--- src/rtl/emg_adc_capture.sv ---
// EMG SAR-ADC receive path: deserializes each conversion, tags it with channel/gain, and buffers it in a show-ahead FIFO.
// Optional channel-sequence checking is enabled by defining EMG_CAPTURE_SEQ_CHECK_EN.
module emg_adc_capture #(
    parameter int NUM_CH        = 16,
    parameter int ADC_CLK_CYCLE = 13,
    parameter int ADC_BITS      = 10,
    parameter int FIFO_DEPTH    = 8
) (
    input  logic                              ADC_CLK_EMG,
    input  logic                              RESETn,
    input  logic                              EN_ADC_EMG,
    input  logic                              START_EMG,
    input  logic [3:0]                        CH_SEL_EMG,
    input  logic [2:0]                        GAIN_EMG,
    input  logic                              ADC_DOUT,
    input  logic                              RD_READY,
    output logic                              RD_VALID,
    output logic [ADC_BITS+6:0]               RD_DATA,
    output logic [$clog2(FIFO_DEPTH+1)-1:0]   FIFO_COUNT,
    output logic                              FRAME_DONE,
    output logic                              OVERFLOW,
    output logic                              PROTO_ERR,
    output logic                              SEQ_ERR,
    input  logic                              CLR_FLAGS
);

    localparam int WORD_W  = ADC_BITS + 7;
    localparam int CNT_W   = $clog2(ADC_CLK_CYCLE);
    localparam int PTR_W   = $clog2(FIFO_DEPTH);
    localparam int COUNT_W = $clog2(FIFO_DEPTH + 1);

    localparam logic [CNT_W-1:0]   LAST_CNT  = CNT_W'(ADC_CLK_CYCLE - 1);
    localparam logic [CNT_W-1:0]   FIRST_BIT = CNT_W'(ADC_CLK_CYCLE - ADC_BITS);
    localparam logic [3:0]         LAST_CH   = 4'(NUM_CH - 1);
    localparam logic [COUNT_W-1:0] FULL_CNT  = COUNT_W'(FIFO_DEPTH);

    typedef enum logic {
        IDLE,
        CONV
    } state_t;

    state_t                 state;
    logic [CNT_W-1:0]       cnt;
    logic [3:0]             ch_q;
    logic [2:0]             gain_q;
    logic [ADC_BITS-2:0]    shreg;

    logic [WORD_W-1:0]      mem [FIFO_DEPTH];
    logic [PTR_W-1:0]       wr_ptr;
    logic [PTR_W-1:0]       rd_ptr;
    logic [COUNT_W-1:0]     count;

    logic                   start_acc;
    logic                   last_edge;
    logic                   fifo_full;
    logic                   pop;
    logic                   push_ok;
    logic                   overflow_set;
    logic                   proto_set;
    logic [ADC_BITS-1:0]    shreg_next;
    logic [WORD_W-1:0]      push_word;

    // NOTE: combinational logic uses blocking '=' with a default for every signal first,
    // so no path leaves a value unassigned and no latch is inferred.
    always_comb begin
        start_acc    = 1'b0;
        last_edge    = 1'b0;
        proto_set    = 1'b0;
        shreg_next   = {shreg, ADC_DOUT};
        push_word    = {gain_q, ch_q, shreg_next};
        fifo_full    = (count == FULL_CNT);
        pop          = RD_VALID && RD_READY;
        if (EN_ADC_EMG) begin
            start_acc = (state == IDLE) && START_EMG;
            last_edge = (state == CONV) && (cnt == LAST_CNT);
            proto_set = (state == CONV) && START_EMG;
        end
        push_ok      = last_edge && (!fifo_full || pop);
        overflow_set = last_edge && fifo_full && !pop;
    end

    // NOTE: sequential state is updated with non-blocking '<=' so every register
    // samples the pre-edge values, independent of statement order.
    always_ff @(posedge ADC_CLK_EMG or negedge RESETn) begin
        if (!RESETn) begin
            state  <= IDLE;
            cnt    <= '0;
            ch_q   <= '0;
            gain_q <= '0;
            shreg  <= '0;
        end else begin
            case (state)
                IDLE: begin
                    if (start_acc) begin
                        ch_q   <= CH_SEL_EMG;
                        gain_q <= GAIN_EMG;
                        cnt    <= CNT_W'(1);
                        state  <= CONV;
                    end
                end
                CONV: begin
                    if (!EN_ADC_EMG || cnt == LAST_CNT) begin
                        state <= IDLE;
                        cnt   <= '0;
                    end else begin
                        cnt <= cnt + 1'b1;
                        if (cnt >= FIRST_BIT) begin
                            shreg <= shreg_next[ADC_BITS-2:0];
                        end
                    end
                end
                default: begin
                    state <= IDLE;
                    cnt   <= '0;
                end
            endcase
        end
    end

    always_ff @(posedge ADC_CLK_EMG or negedge RESETn) begin
        if (!RESETn) begin
            FRAME_DONE <= 1'b0;
            OVERFLOW   <= 1'b0;
            PROTO_ERR  <= 1'b0;
        end else begin
            FRAME_DONE <= last_edge && (ch_q == LAST_CH);
            if (overflow_set) begin
                OVERFLOW <= 1'b1;
            end else if (CLR_FLAGS) begin
                OVERFLOW <= 1'b0;
            end
            if (proto_set) begin
                PROTO_ERR <= 1'b1;
            end else if (CLR_FLAGS) begin
                PROTO_ERR <= 1'b0;
            end
        end
    end

`ifdef EMG_CAPTURE_SEQ_CHECK_EN
    logic [3:0] prev_ch;
    logic       have_prev;
    logic [3:0] expect_ch;
    logic       seq_set;

    always_comb begin
        expect_ch = (prev_ch == LAST_CH) ? 4'd0 : prev_ch + 4'd1;
        seq_set   = start_acc && have_prev && (CH_SEL_EMG != expect_ch);
    end

    // Tracking restarts whenever the ADC is disabled, so the first START after that is never flagged.
    always_ff @(posedge ADC_CLK_EMG or negedge RESETn) begin
        if (!RESETn) begin
            prev_ch   <= '0;
            have_prev <= 1'b0;
            SEQ_ERR   <= 1'b0;
        end else begin
            if (!EN_ADC_EMG) begin
                have_prev <= 1'b0;
            end else if (start_acc) begin
                prev_ch   <= CH_SEL_EMG;
                have_prev <= 1'b1;
            end
            if (seq_set) begin
                SEQ_ERR <= 1'b1;
            end else if (CLR_FLAGS) begin
                SEQ_ERR <= 1'b0;
            end
        end
    end
`else
    assign SEQ_ERR = 1'b0;
`endif

    // NOTE: the storage array is deliberately not reset; occupancy is tracked by the
    // reset pointers/count and RD_DATA is gated to zero while the FIFO is empty.
    always_ff @(posedge ADC_CLK_EMG) begin
        if (push_ok) begin
            mem[wr_ptr] <= push_word;
        end
    end

    always_ff @(posedge ADC_CLK_EMG or negedge RESETn) begin
        if (!RESETn) begin
            wr_ptr <= '0;
            rd_ptr <= '0;
            count  <= '0;
        end else begin
            if (push_ok) begin
                wr_ptr <= wr_ptr + 1'b1;
            end
            if (pop) begin
                rd_ptr <= rd_ptr + 1'b1;
            end
            case ({push_ok, pop})
                2'b10:   count <= count + 1'b1;
                2'b01:   count <= count - 1'b1;
                default: count <= count;
            endcase
        end
    end

    assign RD_VALID   = (count != '0);
    assign RD_DATA    = RD_VALID ? mem[rd_ptr] : '0;
    assign FIFO_COUNT = count;

endmodule

--- config.mk ---
export PLATFORM = sky130hd
export DESIGN_NAME = emg_adc_capture
export DESIGN_NICKNAME = d
export VERILOG_FILES = /design/src/rtl/emg_adc_capture.sv
export SDC_FILE = /design/constraint.sdc
export NUM_CORES = 1
export LEC_CHECK = 0
export BUFFER_PORTS_ARGS = -buffer_cell sky130_fd_sc_hd__buf_2
export CORE_MARGIN = 3
export CORE_UTILIZATION = 40
export CTS_BUF_LIST = sky130_fd_sc_hd__clkbuf_4
export DETAILED_ROUTE_END_ITERATION = 10
export HOLD_SLACK_MARGIN = 0.1
export PLACE_DENSITY = 0.64
export SLEW_MARGIN = 0
export SYNTH_ARGS = -nofsm -noshare
export SYNTH_HDL_FRONTEND = slang
export SYNTH_SLANG_ARGS = --single-unit
--- constraint.sdc ---
create_clock -name ADC_CLK_EMG -period 9.4 [get_ports ADC_CLK_EMG]
set_clock_uncertainty 0.15 [all_clocks]
set_input_delay 0.47 -clock ADC_CLK_EMG [delete_from_list [all_inputs] [get_ports ADC_CLK_EMG]]
set_output_delay 0.47 -clock ADC_CLK_EMG [all_outputs]
set_load 0.02 [all_outputs]
# Word level (Yosys, flattened, before mapping)
# Memories as Yosys holds them, arrays and structs flattened.
# Index checks and enable logic that the tools add are counted.
# classes
n_bitwise	2
n_eq_ne	6
n_mux	16
n_lt_le_gt_ge	1
add_sub_neg	5
reduce_logical	19
# op_table
operator	count
17-bit 2-to-1 mux	1
4-bit case mux with 2 select lines	2
4-bit == test (second input constant)	3
1-bit 2-to-1 mux	10
4-bit by 1-bit adder with 4-bit output (second input constant)	2
1-bit logical AND	8
4-bit 2-to-1 mux	2
3-bit by 1-bit adder with 3-bit output (second input constant)	2
2-bit nonzero test	3
4-bit by 2-bit greater-or-equal comparator with 1-bit output (second input constant)	1
4-bit nonzero test	1
4-bit by 1-bit subtractor with 4-bit output (second input constant)	1
1-bit logical NOT	3
3-bit AND reduction	1
2-bit by 1-bit == test with 1-bit output (second input constant)	1
2-bit == test (second input constant)	1
1-bit logical OR	2
2-bit != test (second input constant)	1
1-bit inverter	2
1-bit case mux with 2 select lines	1
2-bit AND reduction	1
# word_totals
ff_bits	34
n_memories	1
mem_bits_rw	136
word_cells	61
output_inout_bits	26
inputBits	14
# mem_list
memory	words	word_bits	read_ports	rd_clocked_by_memory_dff	write_ports	line_no	rtl
mem	8	17	1	0	1	48	logic [WORD_W-1:0] mem [FIFO_DEPTH];

# Longest topological paths before layout
# Gate-level depths: netlist of the first run.
# depth
ltp_word	6
mapped_depth	9
ltp_nobuf	9

# Worst setup path before layout of the first run
# OpenSTA, ideal clock, no wires.
# synth_timing
path_kind	reg-to-reg
from	register cnt[0]
to	memory mem[2][0] (netlist bit), enable pin
arrival_time_ns	2.954
slack_ns	5.856
required_ns	8.809
stages_incl_launch_ff	6
path_buffers	0
period_less_slack_ns	3.544
setup_ns	0.441
cell_sequence	dfrtp_1 inv_1 ha_1 and3_1 nand4_1 nor4b_1
# synth_between
elab_chain_cells	6
# synth_rtl
element	line_no	rtl
from (decl)	43	logic [CNT_W-1:0] cnt;
from (signal assigned)	106	cnt <= cnt + 1'b1;
4-bit == test	75	last_edge = (state == CONV) && (cnt == LAST_CNT);
1-bit logical AND	75	
1-bit 2-to-1 mux	73	if (EN_ADC_EMG) begin
1-bit logical AND	78	push_ok = last_edge && (!fifo_full || pop);
1-bit 2-to-1 mux	178	if (push_ok) begin
1-bit 2-to-1 mux (not written as such)	179	mem[wr_ptr] <= push_word;
to (decl)	48	
# Every way passes these cells.

# Worst setup path after layout of the first run
# layout_timing
from	register rd_ptr[0]
to	output port RD_DATA[14]
# layout_between
elab_chain_cells	2
# layout_rtl
element	line_no	rtl
from (decl)	50	logic [PTR_W-1:0] rd_ptr;
from (signal assigned)	193	rd_ptr <= rd_ptr + 1'b1;
memory read 8 x 17 bit	--	
17-bit 2-to-1 mux	204	assign RD_DATA = RD_VALID ? mem[rd_ptr] : '0;
to (decl)	18	output logic [ADC_BITS+6:0] RD_DATA,
# Every way passes these cells.

==> results of run 1 <==
-- registers in the layout, summed over array words and instances (netlist names), 3 cells and up --
register,flops
cnt,4
FIFO_COUNT,4
rd_ptr,3
gain_q,3
ch_q,4
wr_ptr,3
mem,136
shreg,9
-- logic make-up after synthesis --
group                      synth area share (%)
and+or+nand+nor                           4.449
other                                   0.05509
buffers and inverters                     1.838
adders and majority gates                0.9191
muxes                                     17.04
AOI/OAI and AO/OA                         2.169
DFF                                       72.50
xor gates and xnor gates                  1.029
-- layer usage --
layer  routed length, µm  track usage (%)  up-vias
met2                6310            24.00      102
met3                 746            3.886       14
li1                    -                -     1519
met1                5490            20.02     1766
met5                   0                0        -
met4                 147            4.647        0
-- synthesized netlist by cell type (2+ instances only) --
cell and n:
nor4_1 2, edfxtp_1 136, nor3b_1 2, inv_1 5
nand2_1 9, xor2_1 4, mux4_2 34, mux2i_1 18
nor2_1 21, nor2b_1 2, xnor2_1 4, clkbuf_2 2
buf_1 3, nand3_1 3, clkbuf_1 2, nand4_1 2
buf_4 5, nor4b_1 2, and3_1 3, dfrtp_1 34
nor3_1 5, buf_2 5, ha_1 5, a21oi_1 2
o21ai_0 5, mux2_2 18
-- area by class of cell --
cell class	count	area, µm²
well taps	220	275.3
repair buffers	64	420.4
clock inverters	12	148.9
fillers	1418	8911
multi-input cells	157	1785
flip-flops and latches	170	4936
clock buffers	19	142.6
inverters	6	22.52
-- path summary, 6_finish.rpt --
kind | slack [ps] | to | startpoint
setup / recovery | 6030 | RD_DATA[14] | rd_ptr[0]$_DFFE_PN0P_
hold / removal | 390 | PROTO_ERR$_DFFE_PN0P_ | PROTO_ERR$_DFFE_PN0P_
setup reg to reg | 6540 | mem[7][16]$_DFFE_PP_ | cnt[0]$_DFFE_PN0P_
hold reg to reg | 390 | PROTO_ERR$_DFFE_PN0P_ | PROTO_ERR$_DFFE_PN0P_
max in group asynchronous | 8110 | rd_ptr[0]$_DFFE_PN0P_ | RESETn
min in group asynchronous | 400 | shreg[7]$_DFFE_PN0P_ | RESETn
-- per-stage QoR --
| stage | hold slack (ps) | setup WS [ps] | area (µm²) | util (%) | cells |
|---|---|---|---|---|---|
| 2_1_floorplan | 24.41 | 5856 | 6807 | - | 351 |
| 3_3_place_gp | 360.5 | 6504 | 7300 | 43.86 | 603 |
| 3_5_place_dp | 369.5 | 6487 | 7300 | 43.86 | 603 |
| 4_1_cts | 387.1 | 5869 | 7731 | 46.46 | 648 |
| 5_1_grt | 422.9 | 5794 | 7731 | 46.46 | 648 |
| 6_report | 388.3 | 6029 | 7731 | 46.46 | 648 |
-- power by group through the flow --
stage	Clock (mW)	Combinational [mW]	Sequential, mW
after floorplan	0	0.447	0.910
after global placement	0	0.554	0.955
after detailed placement	0	0.557	0.960
after CTS	0.439	0.562	0.943
after global routing	0.470	0.598	0.951
final	0.427	0.544	0.940
-- worst max-delay path, cell delays in order, from the launching register on --
cell     delay [ps]
dfrtp_2         590
buf_4           560
mux4_2          580
mux2i_1         260
nor2_1           70
buf_2           160
-- what timing repair did --
item | in CTS | in global routing
hold buffers | 14 | 0
hold endpoints to repair | 54 | 0
resized for setup | 0 | 0
==> flow_metrics.env, run 1 <==
export IMPL_routedWlPerCell_um=19.59
export IMPL_clock_root_buffer="clkbuf_4"
export IMPL_grt_antenna_before_repair=0
export IMPL_rows=47
export IMPL_synth_net_count=370
export IMPL_dp_final_hpwl_mm=7.914
export IMPL_ff2ff_path_depth=7
export IMPL_cap_violations=0
export IMPL_netSwitchingPower_mw=0.6117
export IMPL_nets=435
export IMPL_layout_commonest_cell="edfxtp_1"
export IMPL_synth_area_leaders="edfxtp_1 (60%), dfrtp_1 (13%), mux4_2 (11%)"
export IMPL_synth_area_leader_cell="edfxtp_1"
export IMPL_place_gp_congestion=0.8116
export IMPL_seq_power_share_pct=49.2
export IMPL_synth_top_area_share_pct=60.00
export IMPL_cts_sinks=170
export IMPL_via_count=3401
export IMPL_async_flop_share_pct=20.00
export IMPL_total_power_mw=1.911
export IMPL_synth_area_um2=6807
export IMPL_switching_share_pct=32.01
export IMPL_port_buffers=38
export IMPL_drive_above_1_share_pct=34.58
export IMPL_max_freq_mhz=296.7
export IMPL_synth_cell_type_count=44
export IMPL_synth_seq_area_share_pct=72.50
export IMPL_first_iter_violations=247
export IMPL_io_pins=40
export IMPL_coreArea_um2=16640
export IMPL_ys_warnings_count=0
export IMPL_power_frac_comb_pct=28.4
export IMPL_routed_via_density=5.248
export IMPL_yosys_most_used_dff="edfxtp_1"
export IMPL_grt_use_total_pct=14.90
export IMPL_die_width_um=136.4
export IMPL_p_per_area_nw_per_um2=247.2
export IMPL_final_cell_mix="edfxtp_1 (136), buf_2 (38), mux4_2 (34)"
export IMPL_ys_ff_latch=170
export IMPL_cts_buffers=17
export IMPL_insertedDiodeCount=0
export IMPL_leakage_nw=2.740
export IMPL_clock_path_buffers=2
export IMPL_syn_inst=351
export IMPL_dieArea_um2=18620
export IMPL_critPathRequiredTime_ps=8780
export IMPL_fin_setup_tns_ps=0
export IMPL_avgSynthCellArea_um2=19.39
export IMPL_fin_crit_sh_pct=35.86
export IMPL_min_path_type="reg2reg"
export IMPL_final_setup_viol_count=0
export IMPL_cp_start_kind="flip-flop"
export IMPL_cts_reportedPaths_clkPinSlew_ps=130
export IMPL_h_tree_depth=4
export IMPL_clkPwrFrac_pct=22.4
export IMPL_grt_pass1_vias=3606
export IMPL_crit_arrival_ps=2750
export IMPL_die_h_um=136.4
export IMPL_max_slew_margin_pct=44.13
export IMPL_synth_edf_count=136
export IMPL_grt_remaining_overflow=0
export IMPL_internal_power_mw=1.299
export IMPL_initial_utilization_pct=40.90
export IMPL_vdd_drop_max_mv=0.2507
export IMPL_area_delta_synth_final_pct=13.58
export IMPL_slew_violations=0
export IMPL_worst_pin_slew_ps=838.0
export IMPL_critPathKind="reg2out"
export IMPL_cp_end_kind="primary output"
export IMPL_status="completed"
export IMPL_min_period_ps=3371
export IMPL_rsz0062_at_grt="no"
export IMPL_insertion_delay_ps=530
export IMPL_grt_pass1_wl_mm=20.30
export IMPL_hold_violations=0
export IMPL_routed_wl_mm=12.70
export IMPL_drtAntennaViolNets=0
export IMPL_cts_tree="yes"
export IMPL_dr_pass1_iters=4
export IMPL_cts_setup_buffers=0
export IMPL_grt_max_degree=35
export IMPL_whs_path_depth=2
export IMPL_drc=0
export IMPL_critPathMaxFanout=27
Power figures use the tool's default switching activity.
==> run 2, diff against run 1 <==
Settings changed: ABC_AREA set to 1.
Clock period 9.4 ns to 3.45 ns, I/O delays scaled along.
==> run 2 against run 1 <==
  * Routed wire length rose by 15%
  * Design area up 2.4%
  * Core utilization up 0.63 points
  * Sequential share of layout area decreased by 1.5 points
  * Sequential power grew to 3.0 times the previous value
  * Combinational power rose to 3.7 times the previous value
  * Final cell count rose by 35%
  * Global-route usage grew 1.5 points
  * Synthesized cell count increased by 64%
==> flow_metrics.env, run 2 <==
export IMPL_status="completed"
export IMPL_io_pins=40
export IMPL_synth_area_leaders="edfxtp_1 (59%), dfrtp_1 (12%), nor2_1 (7.9%)"
export IMPL_ys_ff_latch=170
export IMPL_avgSynthCellArea_um2=12.14
export IMPL_cp_start_kind="flip-flop"
export IMPL_async_flop_share_pct=20.00
export IMPL_setup_worst_path_start="rd_ptr[1]$_DFFE_PN0P_"
export IMPL_top_regs="mem (136), shreg (9)"
export IMPL_multiInputGateArea_um2=1800
export IMPL_routed_wl_mm=14.65
export IMPL_max_stage_delay_ps=1190
export IMPL_grt_remaining_overflow=0
export IMPL_crit_arrival_ps=2670
export IMPL_drive_above_1_share_pct=18.04
export IMPL_critPathKind="reg2out"
export IMPL_synth_area_leader_cell="edfxtp_1"
export IMPL_max_freq_mhz=334.3
export IMPL_fin_setup_tns_ps=0
export IMPL_critPathSlowestCell="dfrtp_2"
export IMPL_synth_seq_area_share_pct=70.83
export IMPL_final_instance_count_excl_fill=875
export IMPL_yosysMostFrequentCell="nor2_1"
export IMPL_worst_pin_slew_ps=1200
export IMPL_synth_net_count=593
export IMPL_final_setup_viol_count=0
export IMPL_place_gp_congestion=0.8340
export IMPL_routed_via_density=5.186
export IMPL_grt_pass1_vias=4490
export IMPL_rsz0062_at_grt="no"
export IMPL_crit_family="flip-flops"
export IMPL_ff_latch_area_um2=4937
export IMPL_synth_area_um2=6967
export IMPL_hold_violations=0
export IMPL_synth_top_area_share_pct=58.62
export IMPL_initial_utilization_pct=41.42
export IMPL_synth_edf_count=136
export IMPL_first_iter_violations=427
export IMPL_port_buffers=38
export IMPL_leakage_nw=2.914
export IMPL_largest_reg_flops=136
export IMPL_min_period_ps=2991
export IMPL_coreArea_um2=16820
export IMPL_grt_max_degree=71
export IMPL_vdd_drop_max_mv=0.4419
export IMPL_cts_setup_buffers=0
export IMPL_clock_path_buffers=2
export IMPL_max_slew_margin_pct=20.03
export IMPL_drc=0
export IMPL_cpMostUsedCell="o21ai_0"
export IMPL_nets=660
export IMPL_ys_warnings_count=0
export IMPL_rows=47
export IMPL_fin_crit_sh_pct=86.70
export IMPL_dp_cells=820
export IMPL_grt_pass1_wl_mm=23.63
export IMPL_final_cell_mix="nor2_1 (146), edfxtp_1 (136), o21ai_0 (89)"
export IMPL_cp_end_kind="primary output"
export IMPL_path_cells="o21ai_0 -> o21ai_0 -> o21ai_0 -> nor2_1 -> buf_2"
export IMPL_cap_violations=0
export IMPL_drtAntennaViolNets=0
export IMPL_path_buf_inv=1
export IMPL_min_path_type="in2async"
export IMPL_slew_violations=0
export IMPL_dr_pass1_iters=5
export IMPL_critPathMaxFanout=70
export IMPL_cts_reportedPaths_clkPinSlew_ps=140
export IMPL_p_per_area_nw_per_um2=756.9
export IMPL_h_tree_depth=4
export IMPL_die_width_um=138.0
export IMPL_dp_final_hpwl_mm=8.646
export IMPL_insertion_delay_ps=520
export IMPL_layout_commonest_cell="nor2_1"
export IMPL_grt_use_total_pct=16.40
export IMPL_grt_antenna_before_repair=1
export IMPL_cts_resized=0
export IMPL_yosys_most_used_dff="edfxtp_1"
export IMPL_syn_inst=574
export IMPL_fillers=1518
export IMPL_cts_tree="yes"
export IMPL_cts_sinks=170
export IMPL_cts_buffers=17
export IMPL_routedWlPerCell_um=16.75
export IMPL_via_count=4538
export IMPL_area_delta_synth_final_pct=13.67
export IMPL_critPathRequiredTime_ps=3130
export IMPL_synth_common_cells="nor2_1 (146), edfxtp_1 (136), o21ai_0 (89)"
export IMPL_top_register="mem"
export IMPL_die_h_um=138.0
export IMPL_worstReg2RegStart="cnt[0]$_DFFE_PN0P_"
export IMPL_dieArea_um2=19040
export IMPL_clock_root_buffer="clkbuf_4"
export IMPL_synth_cell_type_count=35
run 2: cell count changes after synthesis, sizes merged, moves of 3 or more:
cell    change
a21oi       +6
and3        -3
buf         +7
clkbuf      +3
inv        +17
mux2       -12
mux2i      -18
mux4       -34
nand2      +36
nor2      +129
nor4        -3
o21ai      +90
o32ai      +16
xnor2       -4
run 2: layout make-up:
class	instances	area share, %
sequential	170	62.35
multi-input combinational	353	22.74
timing repair buffer	76	6.699
tap	220	3.476
clock inverter	13	1.817
clock buffer	19	1.801
inverter	23	1.090
antenna	1	0.03160
run 2: timing repair:
item,CTS,global route
hold endpoints to repair,68,0
setup endpoints to repair,0,0
hold buffers,22,0
run 2: through the flow:
stage / setup WS, ps / instance area [µm²] / utilization [%] / total power [mW] / hold WS [ps]
global placement: 928.0 / 7410 / 44.06 / 4.814 / 171.0
global route: 174.9 / 7919 / 47.08 / 6.394 / 160.6
floorplan: 563.2 / 6967 / - / 4.234 / -273.1
CTS: 419.5 / 7916 / 47.07 / 6.040 / 114.6
finish: 459.0 / 7919 / 47.08 / 5.994 / 116.4
detailed placement: 773.4 / 7410 / 44.06 / 4.891 / 176.6
run 2: cells by family after synthesis:
group | after synthesis | share of synthesized area, %
other | 1 | 0.05383
muxes | 7 | 1.132
DFF | 170 | 70.83
AOI/OAI and AO/OA | 123 | 10.04
buffers and inverters | 51 | 3.466
adders and majority gates | 5 | 0.8980
xor gates and xnor gates | 6 | 0.8621
and+or+nand+nor | 211 | 12.72
run 2: layer usage:
| metal | part of all wire, % | track usage (%) |
|---|---|---|
| met5 | 0 | 0 |
| met4 | 0.98 | 4.885 |
| met3 | 4.4 | 2.830 |
| met2 | 50 | 27.79 |
| met1 | 44 | 21.79 |
run 2: worst paths after layout:
path / endpoint / slack (ps) / cells after the start
worst max-delay path: RD_DATA[16] / 460 / 5
worst min-delay path: shreg[7]$_DFFE_PN0P_ / 120 / 2
worst max register to register: mem[7][10]$_DFFE_PP_ / 820 / 9
worst min register to register: cnt[0]$_DFFE_PN0P_ / 380 / 1
max in group asynchronous: rd_ptr[1]$_DFFE_PN0P_ / 2450 / 2
min in group ADC_CLK_EMG: PROTO_ERR$_DFFE_PN0P_ / 250 / 3
run 2: power by group:
| part | total (mW) | internal (mW) | switching [mW] |
|---|---|---|---|
| combinational | 2.02 | 0.692 | 1.33 |
| clock | 1.12 | 0.454 | 0.671 |
| sequential | 2.84 | 2.49 | 0.354 |
run 2: worst register-to-register path: cells and delay by family (launching register included):
family	cells	cell delay, ps
simple gates	5	1090
buf+inv	3	510
fa+ha+maj	1	170
flops	1	440
